### src/rtl/x_mac_column.sv
// x_mac_column: four-row MAC engine behind the X shift buffer. Rotates the
// buffer once per consumed coefficient and emits one result column per 8 products.
module x_mac_column #(
  parameter int N_COLS = 4,
  parameter int ACC_W  = 19
) (
  input  logic             clk,
  input  logic             rst,
  input  logic             start,
  input  logic [7:0]       x_r1,
  input  logic [7:0]       x_r2,
  input  logic [7:0]       x_r3,
  input  logic [7:0]       x_r4,
  input  logic [7:0]       coef,
  input  logic             coef_valid,
  output logic             x_shift,
  output logic             coef_ready,
  output logic [ACC_W-1:0] res_r1,
  output logic [ACC_W-1:0] res_r2,
  output logic [ACC_W-1:0] res_r3,
  output logic [ACC_W-1:0] res_r4,
  output logic             res_valid,
  output logic [3:0]       col_idx,
  output logic             busy,
  output logic             done
);

  typedef enum logic [1:0] {IDLE, ACCUM, DONE} state_t;

  state_t           state_reg, state_next;
  logic [2:0]       k_reg;
  logic [3:0]       col_reg;
  logic             last_col;
  logic             launch;
  logic [7:0]       x_row   [4];
  logic [ACC_W-1:0] res_row [4];

  assign x_row[0] = x_r1;
  assign x_row[1] = x_r2;
  assign x_row[2] = x_r3;
  assign x_row[3] = x_r4;

  assign res_r1 = res_row[0];
  assign res_r2 = res_row[1];
  assign res_r3 = res_row[2];
  assign res_r4 = res_row[3];

  assign last_col   = (col_reg == 4'(N_COLS - 1));
  assign launch     = (state_reg == IDLE) && start;
  assign coef_ready = x_shift;

  always_ff @(posedge clk or negedge rst) begin
    if (!rst) state_reg <= IDLE;
    else      state_reg <= state_next;
  end

  always_comb begin
    state_next = state_reg;
    x_shift    = 1'b0;
    busy       = 1'b0;
    case (state_reg)
      IDLE: if (start) state_next = ACCUM;
      ACCUM: begin
        busy    = 1'b1;
        x_shift = coef_valid;
        if (coef_valid && (k_reg == 3'd7) && last_col) state_next = DONE;
      end
      DONE:    state_next = IDLE;
      default: state_next = IDLE;
    endcase
  end

  // k wraps 7 -> 0 naturally, which is exactly when the buffer is back at column 0
  always_ff @(posedge clk or negedge rst) begin
    if (!rst) begin
      k_reg     <= 3'd0;
      col_reg   <= 4'd0;
      col_idx   <= 4'd0;
      res_valid <= 1'b0;
      done      <= 1'b0;
    end else begin
      res_valid <= 1'b0;
      done      <= 1'b0;
      if (launch) begin
        k_reg   <= 3'd0;
        col_reg <= 4'd0;
      end else if (x_shift) begin
        k_reg <= k_reg + 3'd1;
        if (k_reg == 3'd7) begin
          res_valid <= 1'b1;
          col_idx   <= col_reg;
          if (last_col) done    <= 1'b1;
          else          col_reg <= col_reg + 4'd1;
        end
      end
    end
  end

  generate
    for (genvar gi = 0; gi < 4; gi++) begin : g_row
      logic [15:0]      prod;
      logic [ACC_W-1:0] sum;
      logic [ACC_W-1:0] acc_reg;
      logic [ACC_W-1:0] res_reg;

      assign prod         = {8'd0, x_row[gi]} * {8'd0, coef};
      assign sum          = acc_reg + {{(ACC_W-16){1'b0}}, prod};
      assign res_row[gi]  = res_reg;

      always_ff @(posedge clk or negedge rst) begin
        if (!rst) begin
          acc_reg <= '0;
          res_reg <= '0;
        end else if (launch) begin
          acc_reg <= '0;
        end else if (x_shift) begin
          if (k_reg == 3'd7) begin
            res_reg <= sum;
            acc_reg <= '0;
          end else begin
            acc_reg <= sum;
          end
        end
      end
    end
  endgenerate

endmodule

### config.mk
export PLATFORM = sky130hd
export DESIGN_NAME = x_mac_column
export DESIGN_NICKNAME = d
export VERILOG_FILES = /design/src/rtl/x_mac_column.sv
export SDC_FILE = /design/constraint.sdc
export NUM_CORES = 1
export LEC_CHECK = 0
export ABC_AREA = 1
export BUFFER_PORTS_ARGS = -buffer_cell sky130_fd_sc_hd__buf_4
export CAP_MARGIN = 20
export CELL_PAD_IN_SITES_DETAIL_PLACEMENT = 0
export CELL_PAD_IN_SITES_GLOBAL_PLACEMENT = 1
export CORE_UTILIZATION = 30
export CTS_BUF_LIST = sky130_fd_sc_hd__clkbuf_4
export DETAILED_ROUTE_END_ITERATION = 10
export GPL_ROUTABILITY_DRIVEN = 1
export PLACE_DENSITY_LB_ADDON = 0.1
export SLEW_MARGIN = 30
export SYNTH_ARGS = -nofsm -noshare
export SYNTH_HDL_FRONTEND = slang
export SYNTH_SLANG_ARGS = --single-unit
### constraint.sdc
create_clock -name clk -period 3.7 [get_ports clk]
set_clock_uncertainty 0.15 [all_clocks]
set_input_delay 0.555 -clock clk [delete_from_list [all_inputs] [get_ports clk]]
set_output_delay 0.555 -clock clk [all_outputs]
set_load 0.05 [all_outputs]
# Yosys cells after proc, flatten, opt, wreduce, memory -nomap -nowiden

Index checks and enable logic that the tools add are counted.

Add/subtract/negate cells: 6
$mul: 4
Equal/unequal tests: 6
Multiplexer cells: 30
Bitwise gates (word level): 1
Reduce and logical (&&, ||, !) cells: 9

Operators by type and width:

| cell                                                | number |
|---|---|
| 2-to-1 mux 19 bit                                   | 12 |
| adder 19 x 16 -> 19 bit                             | 4 |
| multiplier 8 x 8 -> 16 bit                          | 4 |
| 2-to-1 mux 4 bit                                    | 4 |
| 2-to-1 mux 1 bit                                    | 9 |
| 2-to-1 mux 3 bit                                    | 2 |
| AND reduction 3 bit                                 | 2 |
| adder 4 x 1 -> 4 bit, second input constant         | 1 |
| equality test 4 x 2 -> 1 bit, second input constant | 1 |
| 2-to-1 mux 2 bit                                    | 2 |
| != test 2 bit, second input constant                | 2 |
| case mux 2 bit (2 select lines)                     | 1 |
| nonzero test 2 bit                                  | 2 |
| adder 3 x 1 -> 3 bit, second input constant         | 1 |
| equality test 3 bit, second input constant          | 1 |
| logical AND 1 bit                                   | 3 |
| equality test 2 x 1 -> 1 bit, second input constant | 1 |
| logical NOT 2 bit                                   | 1 |
| != test 2 x 1 -> 1 bit, second input constant       | 1 |
| AND reduction 2 bit                                 | 1 |
| NOT 1 bit                                           | 1 |

Register bits: 167
Input bits: 44
Word-level logic and storage cells: 70

# Logic depth before layout (Yosys ltp)

Gate-level depths: netlist (run 1).

Depth in word-level cells: 5
Mapped depth: 21
Gate-level depth less buffers: 20

# Least setup slack after synthesis (run 1)

Ideal clock, no wire load.

Kind: in2reg
Start: input coef[0]
End: register g_row[3].acc_reg[9]
Setup time: 0.133 ns
Arrival time: 4.159 ns
Setup slack: -0.743 ns
Stages on the path: 16
Cell sequence: clkbuf_1 nand2_1 fa_1 inv_1 fa_1 inv_1 fa_1 fa_1 inv_1 ha_1 or2_2 nand3b_1 nand2_1 or2_2 nand3_1 o21ai_0

Cells in the longest elaborated chain, start to end: 5

Ends and longest elaborated chain:

| item                       | line | text |
|---|---|---|
| start: declaration         | 14   | `input logic [7:0] coef,` |
| multiplier 8 x 8 -> 16 bit | 106  | `assign prod = {8'd0, x_row[gi]} * {8'd0, coef};` |
| adder 19 x 16 -> 19 bit    | 107  | `assign sum = acc_reg + {{(ACC_W-16){1'b0}}, prod};` |
| 2-to-1 mux 19 bit          | 117  | `if (k_reg == 3'd7) begin` |
| 2-to-1 mux 19 bit          | 116  | `end else if (x_shift) begin` |
| 2-to-1 mux 19 bit          | 114  | `end else if (launch) begin` |
| end signal: assignment     | 121  | `acc_reg <= sum;` |
| end: declaration           | 103  | `logic [ACC_W-1:0] acc_reg;` |

Every way passes these cells. The select of a mux whose other input is x is not followed.
A chain may end at the register's enable or synchronous reset.

# Worst setup path after layout (run 1)

Start: register g_row[0].acc_reg[6]
End: register g_row[0].res_reg[15] (netlist: res_r1[15])

Cells in the longest elaborated chain, start to end: 1

Ends and longest elaborated chain:

| item                     | line | text |
|---|---|---|
| start: declaration       | 103  |  |
| start signal: assignment | 121  |  |
| adder 19 x 16 -> 19 bit  | 107  |  |
| end signal: assignment   | 118  | `res_reg <= sum;` |
| end: declaration         | 104  | `logic [ACC_W-1:0] res_reg;` |

Every way passes these cells.

==> results.md, run 1 <==
| Stage | Metric | Value |
| --- | --- | --- |
| run status | Status | complete, but fails checks |
| run status | Violations in the final reports | negative setup slack |
| synth | Syn_nets | 2861 |
| synth | FFs w/ async S/R, synth | 1.000 |
| sta | Final setup vio count | 92 |
| worst setup path | Critical-path cell list | inv_2, fa_1, inv_1, fa_1, inv_1, fa_1, fa_1, inv_2, ha_4, or2_4, and2_4, buf_6, nand3_4, nand3_2, nand2_2, nand3_2, nand2_2 |
| floorplanning | Floorplan row count | 89 |
| worst setup path | Worst EP arrival | 4420 ps |
| synth | Register bit count reported by yosys | 167 |
| synth | Count of yosys warnings during synthesis | 0 |
| worst setup path | Critical-path cell with the highest stage delay | sky130_fd_sc_hd__fa_1 |
| layout | Post-layout util | 0.3868 |
| placed design | Total of buffers placed on input and output ports | 128 |
| sta | Final hold violations | 0 |
| cts | Number of buffers inserted during clock tree synthesis | 17 |
| floorplanning | Die X | 248.1 um |
| routing | Drt wl/cell | 15.12 um |
| layout | Final-layout fill cell count | 6395 |
| placed design | Pre-CTS setup slack | -950.2 ps |
| layout | Number of flip-flops in the largest register | 76 |
| routing | Vias after detailed routing | 15137 |
| worst setup path | Required @ worst endpoint | 4240 ps |
| worst setup path | Most common cell type on the critical path | sky130_fd_sc_hd__fa_1 |
| synth | Share of the yosys chip area belonging to registers | 0.2301 |
| min path | Worst hold path type | in -> async |
| floorplanning | Die height | 248.1 um |
| worst setup path | Reg-to-Reg Start | g_row[0].acc_reg[6] |
| layout | Sequential Area | 4179 um^2 |
| cts | Latest clock arrival within the worst-skew pair | 760 ps |
| sta | Max Clk Rate | 0.2579 GHz |
| synth | Most frequently used flop master after synthesis | sky130_fd_sc_hd__dfrtp_1 |
| global route | Met3 Track Usage GR | 0.02456 |
| global route | Pin count of the biggest net entering global routing | 75 |
| worst setup path | Worst Reg2Reg Path Length in Cells | 17 |
| cts | Number of buffers on the longest clock path | 2 |
| sta | Number of slew-limit violations in the final report | 0 |
| global route | Number of antenna violations at the first check in global routing | 1 |
| global route | Wire length of the first global-routing pass | 85.41 mm |
| sta | Unrepaired setup endpoints after global routing | true |
| sta | Part of the cycle the worst path needs | 1.048 |
| placed design | Detailed Place HPWL | 40.19 mm |
| worst setup path | Worst path top cell family by delay | adder cells |
| global route | Vias in the first global route | 15794 |
| cts | Clock edge transition at the registers on the reported setup and hold paths | 170 ps |
| routing | Vias per Instance | 4.366 |
| sta | Slew margin rel. | 0.4190 |
| global route | Global-route track usage on met1 | 0.2528 |
| cts | Clk root buf | sky130_fd_sc_hd__clkbuf_4 |
| routing | Remaining DRCs | 0 |
| worst setup path | Largest fanout of any net on the critical path | 3 |
| sta | Final period demand of the worst path | 3878 ps |
| global route | Total global routing overflow | 0 |
| worst setup path | Delay of the slowest cell on the worst path | 530 ps |
| sta | Setup TNS Final | -7460 ps |
| worst setup path | Buf/Inv on CP | 5 |
| routing | Routed wire length | 52.41 mm |
| cts | CTS Sinks | 167 |
| worst setup path | Element type at the critical path end | flip-flop |
| synth | Per-instance average area after synthesis | 7.414 um^2 |
| floorplanning | Die area | 61540 um^2 |
| synth | Syn Std Cell Area | 18160 um^2 |
| layout | Area of the multi-input gates | 12460 um^2 |
| layout | Layout Nets | 3090 |
| global route | Met2 Usage GRT | 0.2965 |
| worst setup path | Crit path launch type | flip-flop |
| layout | Synthesis-to-finish area growth | 26.62% |
| synth | EDFF count, synth | 0 |
| worst setup path | R2r endpoint | res_r1[15] |
| sta | Slack of the critical path | -177.7 ps |
| worst setup path | Register-to-register path setup slack | -180 ps |
| routing | First-pass DRT Iterations | 4 |
| global route | Busiest layer in global routing | met2 |
| worst setup path | Critical path class | reg -> reg |
| job | Number of maximum-capacitance constraint violations | 0 |
| synth | Distinct cell type count of the synthesized netlist | 31 |
| floorplanning | I/O pin cnt | 129 |
| synth | Mapped Cells | 2450 |
| layout | Ratio of cells with drive above 1 in the final layout | 0.2448 |
| sta | Post-Route Hold Slack | 200.0 ps |
| sta | Pin slew with the least headroom to its limit | 871.6 ps |
| global route | Overall track demand over capacity in global routing | 0.1820 |
| routing | Number of violations reported at the end of detailed-routing iteration 0 | 632 |
| routing | Residual antenna-violating net count after detailed routing | 0 |
| cts | H-tree levels | 4 |
| floorplanning | Initial core utilization | 0.3055 |
| floorplanning | Placeable Area | 59460 um^2 |
| placed design | Routability Congestion | 0.8038 |
| cts | Clock tree from TritonCTS | yes |
-- worst register-to-register path: cells and delay by family (launching register included) --
kind	cells	cell delay [ps]
flip-flops	1	380
AND/OR/NAND/NOR	7	790
adder cells (fa/ha/maj)	5	2170
buffers and inverters	5	340
-- cell families after synthesis --
family | Yosys count | share of synthesized area
fa+ha+maj | 367 | 0.3354
simple gates | 1001 | 0.2234
compound gates | 108 | 0.03189
xor+xnor | 23 | 0.01109
buf+inv | 784 | 0.1681
flops | 167 | 0.2301
-- stage by stage --
stage	instances	cell area [um^2]
floorplan	2450	19460
global placement	3423	21730
detailed placement	3423	21730
CTS	3462	22480
global route	3466	23000
finish	3467	23000
-- placed cells by master (no fill, tap or decap), drive strengths merged, types with 4 or more instances in the layout --
cell / n
nor2: 49
clkinvlp: 4
clkbuf: 19
and2: 4
buf: 292
dfrtp: 167
xnor2: 11
ha: 167
nand2: 796
o22ai: 25
or2: 11
o21ai: 52
nor3: 16
a21oi: 29
nand3b: 13
inv: 703
nand3: 107
xor2: 12
nand4: 5
dlygate4sd3: 4
fa: 200
-- synth_stat cells, types with 4 or more instances --
library cell               instances  area, um^2
sky130_fd_sc_hd__nand2_1         792        2973
sky130_fd_sc_hd__inv_1           694        2605
sky130_fd_sc_hd__fa_1            200        4004
sky130_fd_sc_hd__dfrtp_1         167        4179
sky130_fd_sc_hd__ha_1            167        2090
sky130_fd_sc_hd__nand3_1         106       530.5
sky130_fd_sc_hd__nor2_1           47       176.4
sky130_fd_sc_hd__clkbuf_1         38       142.6
sky130_fd_sc_hd__o21ai_0          37       185.2
sky130_fd_sc_hd__a21oi_1          29       145.1
sky130_fd_sc_hd__o22ai_1          25       156.4
sky130_fd_sc_hd__clkbuf_2         23       115.1
sky130_fd_sc_hd__buf_2            18       90.09
sky130_fd_sc_hd__nor3_1           16       80.08
sky130_fd_sc_hd__o21ai_1          15       75.07
sky130_fd_sc_hd__nand3b_1         13       97.59
sky130_fd_sc_hd__xor2_1           12       105.1
sky130_fd_sc_hd__or2_2            11       68.82
sky130_fd_sc_hd__xnor2_1          11       96.34
sky130_fd_sc_hd__buf_6             7       78.83
sky130_fd_sc_hd__nand4_1           5       31.28
sky130_fd_sc_hd__and2_1            4       25.02
-- worst max-delay path by stage --
| stage | slack, ps | start | end | depth (start not counted) |
|---|---|---|---|---|
| after floorplan | -360 | coef[4] | res_r4[17] | 20 |
| after global placement | -920 | coef[0] | res_r4[12] | 19 |
| after detailed placement | -950 | coef[0] | res_r4[12] | 19 |
| after CTS | -220 | g_row[1].acc_reg[6] | res_r2[18] | 19 |
| after global routing | -360 | g_row[0].acc_reg[6] | res_r1[15] | 16 |
| final | -180 | g_row[0].acc_reg[6] | res_r1[15] | 17 |
-- final cells by class --
class	count	share of cell area
Clock inverter	14	0.007018
Timing Repair Buffer	297	0.1076
Tap cell	773	0.04205
Multi-Input combinational cell	1499	0.5416
Antenna cell	2	0.0002176
Sequential cell	167	0.1817
Clock buffer	18	0.005875
Inverter	697	0.1140
-- routing by layer --
layer	wire (um)	share of wire
met1	25490	0.49
met2	24700	0.47
met3	1490	0.028
met4	728	0.014
met5	0	0
-- timing repair --
item	in CTS	in global routing
endpoints found under the setup margin	98	110
buffers inserted	6	3
resized for setup	105	121
endpoints found under the hold margin	78	0
hold buffers	4	0
pin swaps	106	106
Power of run 1 is left out: the tool's default activity adds up to more than one toggle a clock period on the data nets, which glitch-free logic cannot reach.
==> run 2, diff against run 1 <==
- ABC_AREA: 1 -> default
- RECOVER_POWER: default -> 50
==> results.md, run 2 <==
| Stage | Metric | Value |
| --- | --- | --- |
| layout | Most common cell after layout, fill and taps aside | sky130_fd_sc_hd__inv_1 |
| synth | Area share of the largest cell type after synthesis | 0.2416 |
| layout | Number of flip-flops in the largest register | 76 |
| worst setup path | Largest fanout of any net on the critical path | 2 |
| cts | Number of buffers inserted during clock tree synthesis | 17 |
| layout | Layout Nets | 2640 |
| min path | Worst hold path type | in -> reg |
| floorplanning | Die X | 242.1 um |
| floorplanning | Initial core utilization | 0.3050 |
| synth | Cell types with the largest area share after synthesis | sky130_fd_sc_hd__dfrtp_1 24%, sky130_fd_sc_hd__fa_1 23%, sky130_fd_sc_hd__ha_1 12%, sky130_fd_sc_hd__inv_1 8.5%, sky130_fd_sc_hd__nand2_1 6.3% |
| sta | Slack of the critical path | -598.0 ps |
| synth | Most frequently used flop master after synthesis | sky130_fd_sc_hd__dfrtp_1 |
| global route | Pin count of the biggest net entering global routing | 82 |
| min path | Hold Path Depth | 5 |
| layout | Synthesis-to-finish area growth | 32.65% |
| synth | List of most frequent post-synthesis cells | 392 x sky130_fd_sc_hd__inv_1, 291 x sky130_fd_sc_hd__nand2_1, 200 x sky130_fd_sc_hd__fa_1 |
| global route | Total global routing overflow | 0 |
| sta | Unrepaired setup endpoints after global routing | true |
| worst setup path | Worst Reg2Reg Path Length in Cells | 16 |
| routing | First-pass DRT Iterations | 5 |
| synth | Most instantiated library cell after synthesis | sky130_fd_sc_hd__inv_1 |
| cts | Clock edge transition at the registers on the reported setup and hold paths | 160 ps |
| floorplanning | Floorplan row count | 87 |
| cts | H-tree levels | 4 |
| synth | Syn_nets | 2300 |
| worst setup path | Worst EP arrival | 4810 ps |
| synth | Per-instance average area after synthesis | 9.158 um^2 |
| layout | Highest-count cells in the layout ignoring fill and taps | 360 x sky130_fd_sc_hd__inv_1, 340 x sky130_fd_sc_hd__buf_4, 262 x sky130_fd_sc_hd__nand2_1, 186 x sky130_fd_sc_hd__fa_1, 167 x sky130_fd_sc_hd__dfrtp_1 |
| floorplanning | Die height | 242.1 um |
| placed design | Cell area after placement | 21420 um^2 |
| routing | Drt wl/cell | 16.79 um |
| worst setup path | Required @ worst endpoint | 4210 ps |
| worst setup path | Critical path class | reg -> reg |
| floorplanning | I/O pin cnt | 129 |
| sta | Final hold violations | 0 |
| synth | Share of the yosys chip area belonging to registers | 0.2416 |
| synth | Count of yosys warnings during synthesis | 0 |
| synth | Syn Std Cell Area | 17300 um^2 |
| sta | Part of the cycle the worst path needs | 1.162 |
| job | Number of maximum-capacitance constraint violations | 1 |
| min path | Worst hold start | x_r2[0] |
| routing | Remaining DRCs | 0 |
| synth | Mapped Cells | 1889 |
| routing | Vias after detailed routing | 13557 |
| placed design | Cell count after placement | 2935 |
| global route | Number of antenna violations at the first check in global routing | 4 |
| global route | Vias in the first global route | 14664 |
| layout | Ratio of cells with drive above 1 in the final layout | 0.3018 |
| synth | Distinct cell type count of the synthesized netlist | 66 |
| global route | Wire length of the first global-routing pass | 81.91 mm |
| placed design | Routability Congestion | 0.8340 |
| routing | Number of violations reported at the end of detailed-routing iteration 0 | 451 |
| min path | Worst Hold Path EP | res_r2[0] |
| synth | Leading area contributor after synthesis | sky130_fd_sc_hd__dfrtp_1 |
| worst setup path | Element type at the critical path end | flip-flop |
| sta | Final setup vio count | 93 |
| synth | Register bit count reported by yosys | 167 |
| cts | Clk root buf | sky130_fd_sc_hd__clkbuf_4 |
| placed design | Total of buffers placed on input and output ports | 128 |
| run status | Violations in the final reports | max-capacitance violations, max-slew violations, negative setup slack |
| global route | Overall track demand over capacity in global routing | 0.1806 |
| layout | Final design instance area without fill | 22950 um^2 |
| worst setup path | Register-to-register path setup slack | -600 ps |
| placed design | Detailed Place HPWL | 38.91 mm |
| routing | Routed wire length | 50.32 mm |
| routing | Residual antenna-violating net count after detailed routing | 0 |
| worst setup path | Reg-to-Reg Start | g_row[0].acc_reg[7] |
| sta | Number of slew-limit violations in the final report | 53 |
| cts | Number of buffers on the longest clock path | 2 |
| floorplanning | Placeable Area | 56710 um^2 |
| floorplanning | Die area | 58630 um^2 |
| synth | FFs w/ async S/R, synth | 1.000 |
| run status | Status | complete, but fails checks |
| routing | Vias per Instance | 4.524 |
| synth | EDFF count, synth | 0 |
| sta | Max Clk Rate | 0.2327 GHz |
| cts | CTS Sinks | 167 |
| sta | Slew margin rel. | -1.046 |
| cts | Clock tree from TritonCTS | yes |
| layout | Final cell count without fillers | 2997 |
| sta | Pin slew with the least headroom to its limit | 3069 ps |
| worst setup path | Crit path launch type | flip-flop |
| cts | Latest clock arrival within the worst-skew pair | 780 ps |
| worst setup path | R2r endpoint | res_r1[13] |
| sta | Final period demand of the worst path | 4298 ps |
-- run 2: worst max path at each step --
stage                        start    endpoint  slack [ps]  cells after the start
3_5_place_dp               coef[5]  res_r3[16]       -1290                     17
2_1_floorplan              coef[7]  res_r1[16]        -880                     16
5_1_grt        g_row[0].acc_reg[4]  res_r1[16]        -780                     16
6_report       g_row[0].acc_reg[7]  res_r1[13]        -600                     16
4_1_cts        g_row[2].acc_reg[6]  res_r3[16]        -650                     16
3_3_place_gp               coef[5]  res_r3[16]       -1290                     17
-- run 2: cells by family after synthesis --
family	share of synthesized area
AO/OA/AOI/OAI	0.1051
XOR/XNOR	0.02430
adder cells (fa/ha/maj)	0.3522
buffers and inverters	0.1031
flip-flops	0.2416
multiplexers	0.02032
AND/OR/NAND/NOR	0.1534
-- run 2: layout make-up --
class                           count  area (um^2)
Antenna cell                        1        2.502
Clock inverter                     11        150.1
Timing Repair Buffer              388         3203
Fill cell                        5710        33760
Tap cell                          756        945.9
Clock buffer                       19        142.6
Sequential cell                   167         4179
Inverter                          393         1478
Multi-Input combinational cell   1262        12850
-- run 2: routing by layer --
layer / GRT usage / wire [um] / vias to the layer above
met5: 0 / 37 / -
met4: 0.04765 / 713 / 6
met3: 0.03179 / 1429 / 44
met2: 0.2938 / 23790 / 144
met1: 0.2467 / 24350 / 6767
li1: - / - / 6596
-- run 2: repair_timing --
item                                   in CTS  in global routing
setup buffers                              20                 22
hold buffers                                4                  0
setup endpoints to repair                  96                102
pin swaps                                 102                 80
endpoints found under the hold margin      74                  0
gates resized for setup                   123                 84
-- run 2: critical path, stage by stage, from the launching register on --
cell and delay [ps]:
sky130_fd_sc_hd__dfrtp_1 420, sky130_fd_sc_hd__inv_2 60, sky130_fd_sc_hd__fa_1 540, sky130_fd_sc_hd__inv_1 50, sky130_fd_sc_hd__fa_1 450, sky130_fd_sc_hd__fa_1 540, sky130_fd_sc_hd__inv_2 40, sky130_fd_sc_hd__fa_1 490
sky130_fd_sc_hd__inv_2 50, sky130_fd_sc_hd__ha_4 210, sky130_fd_sc_hd__buf_4 130, sky130_fd_sc_hd__o21ai_2 50, sky130_fd_sc_hd__o21bai_2 100, sky130_fd_sc_hd__a21o_1 210, sky130_fd_sc_hd__a311o_1 280, sky130_fd_sc_hd__xor2_1 170
sky130_fd_sc_hd__mux2_4 270
-- run 2: stage by stage --
step / hold WS, ps / setup TNS [ps] / util / worst slack, ps
after global placement: 310.1 / -104610 / 0.3777 / -1287
after floorplan: 109.4 / -49330 / - / -880.9
after CTS: 48.65 / -40610 / 0.3958 / -651.2
after global routing: 130.1 / -71240 / 0.4046 / -776.4
final: 178.1 / -37710 / 0.4046 / -598.0
after detailed placement: 313.8 / -107080 / 0.3777 / -1293
Power of run 2 is left out for the same reason.
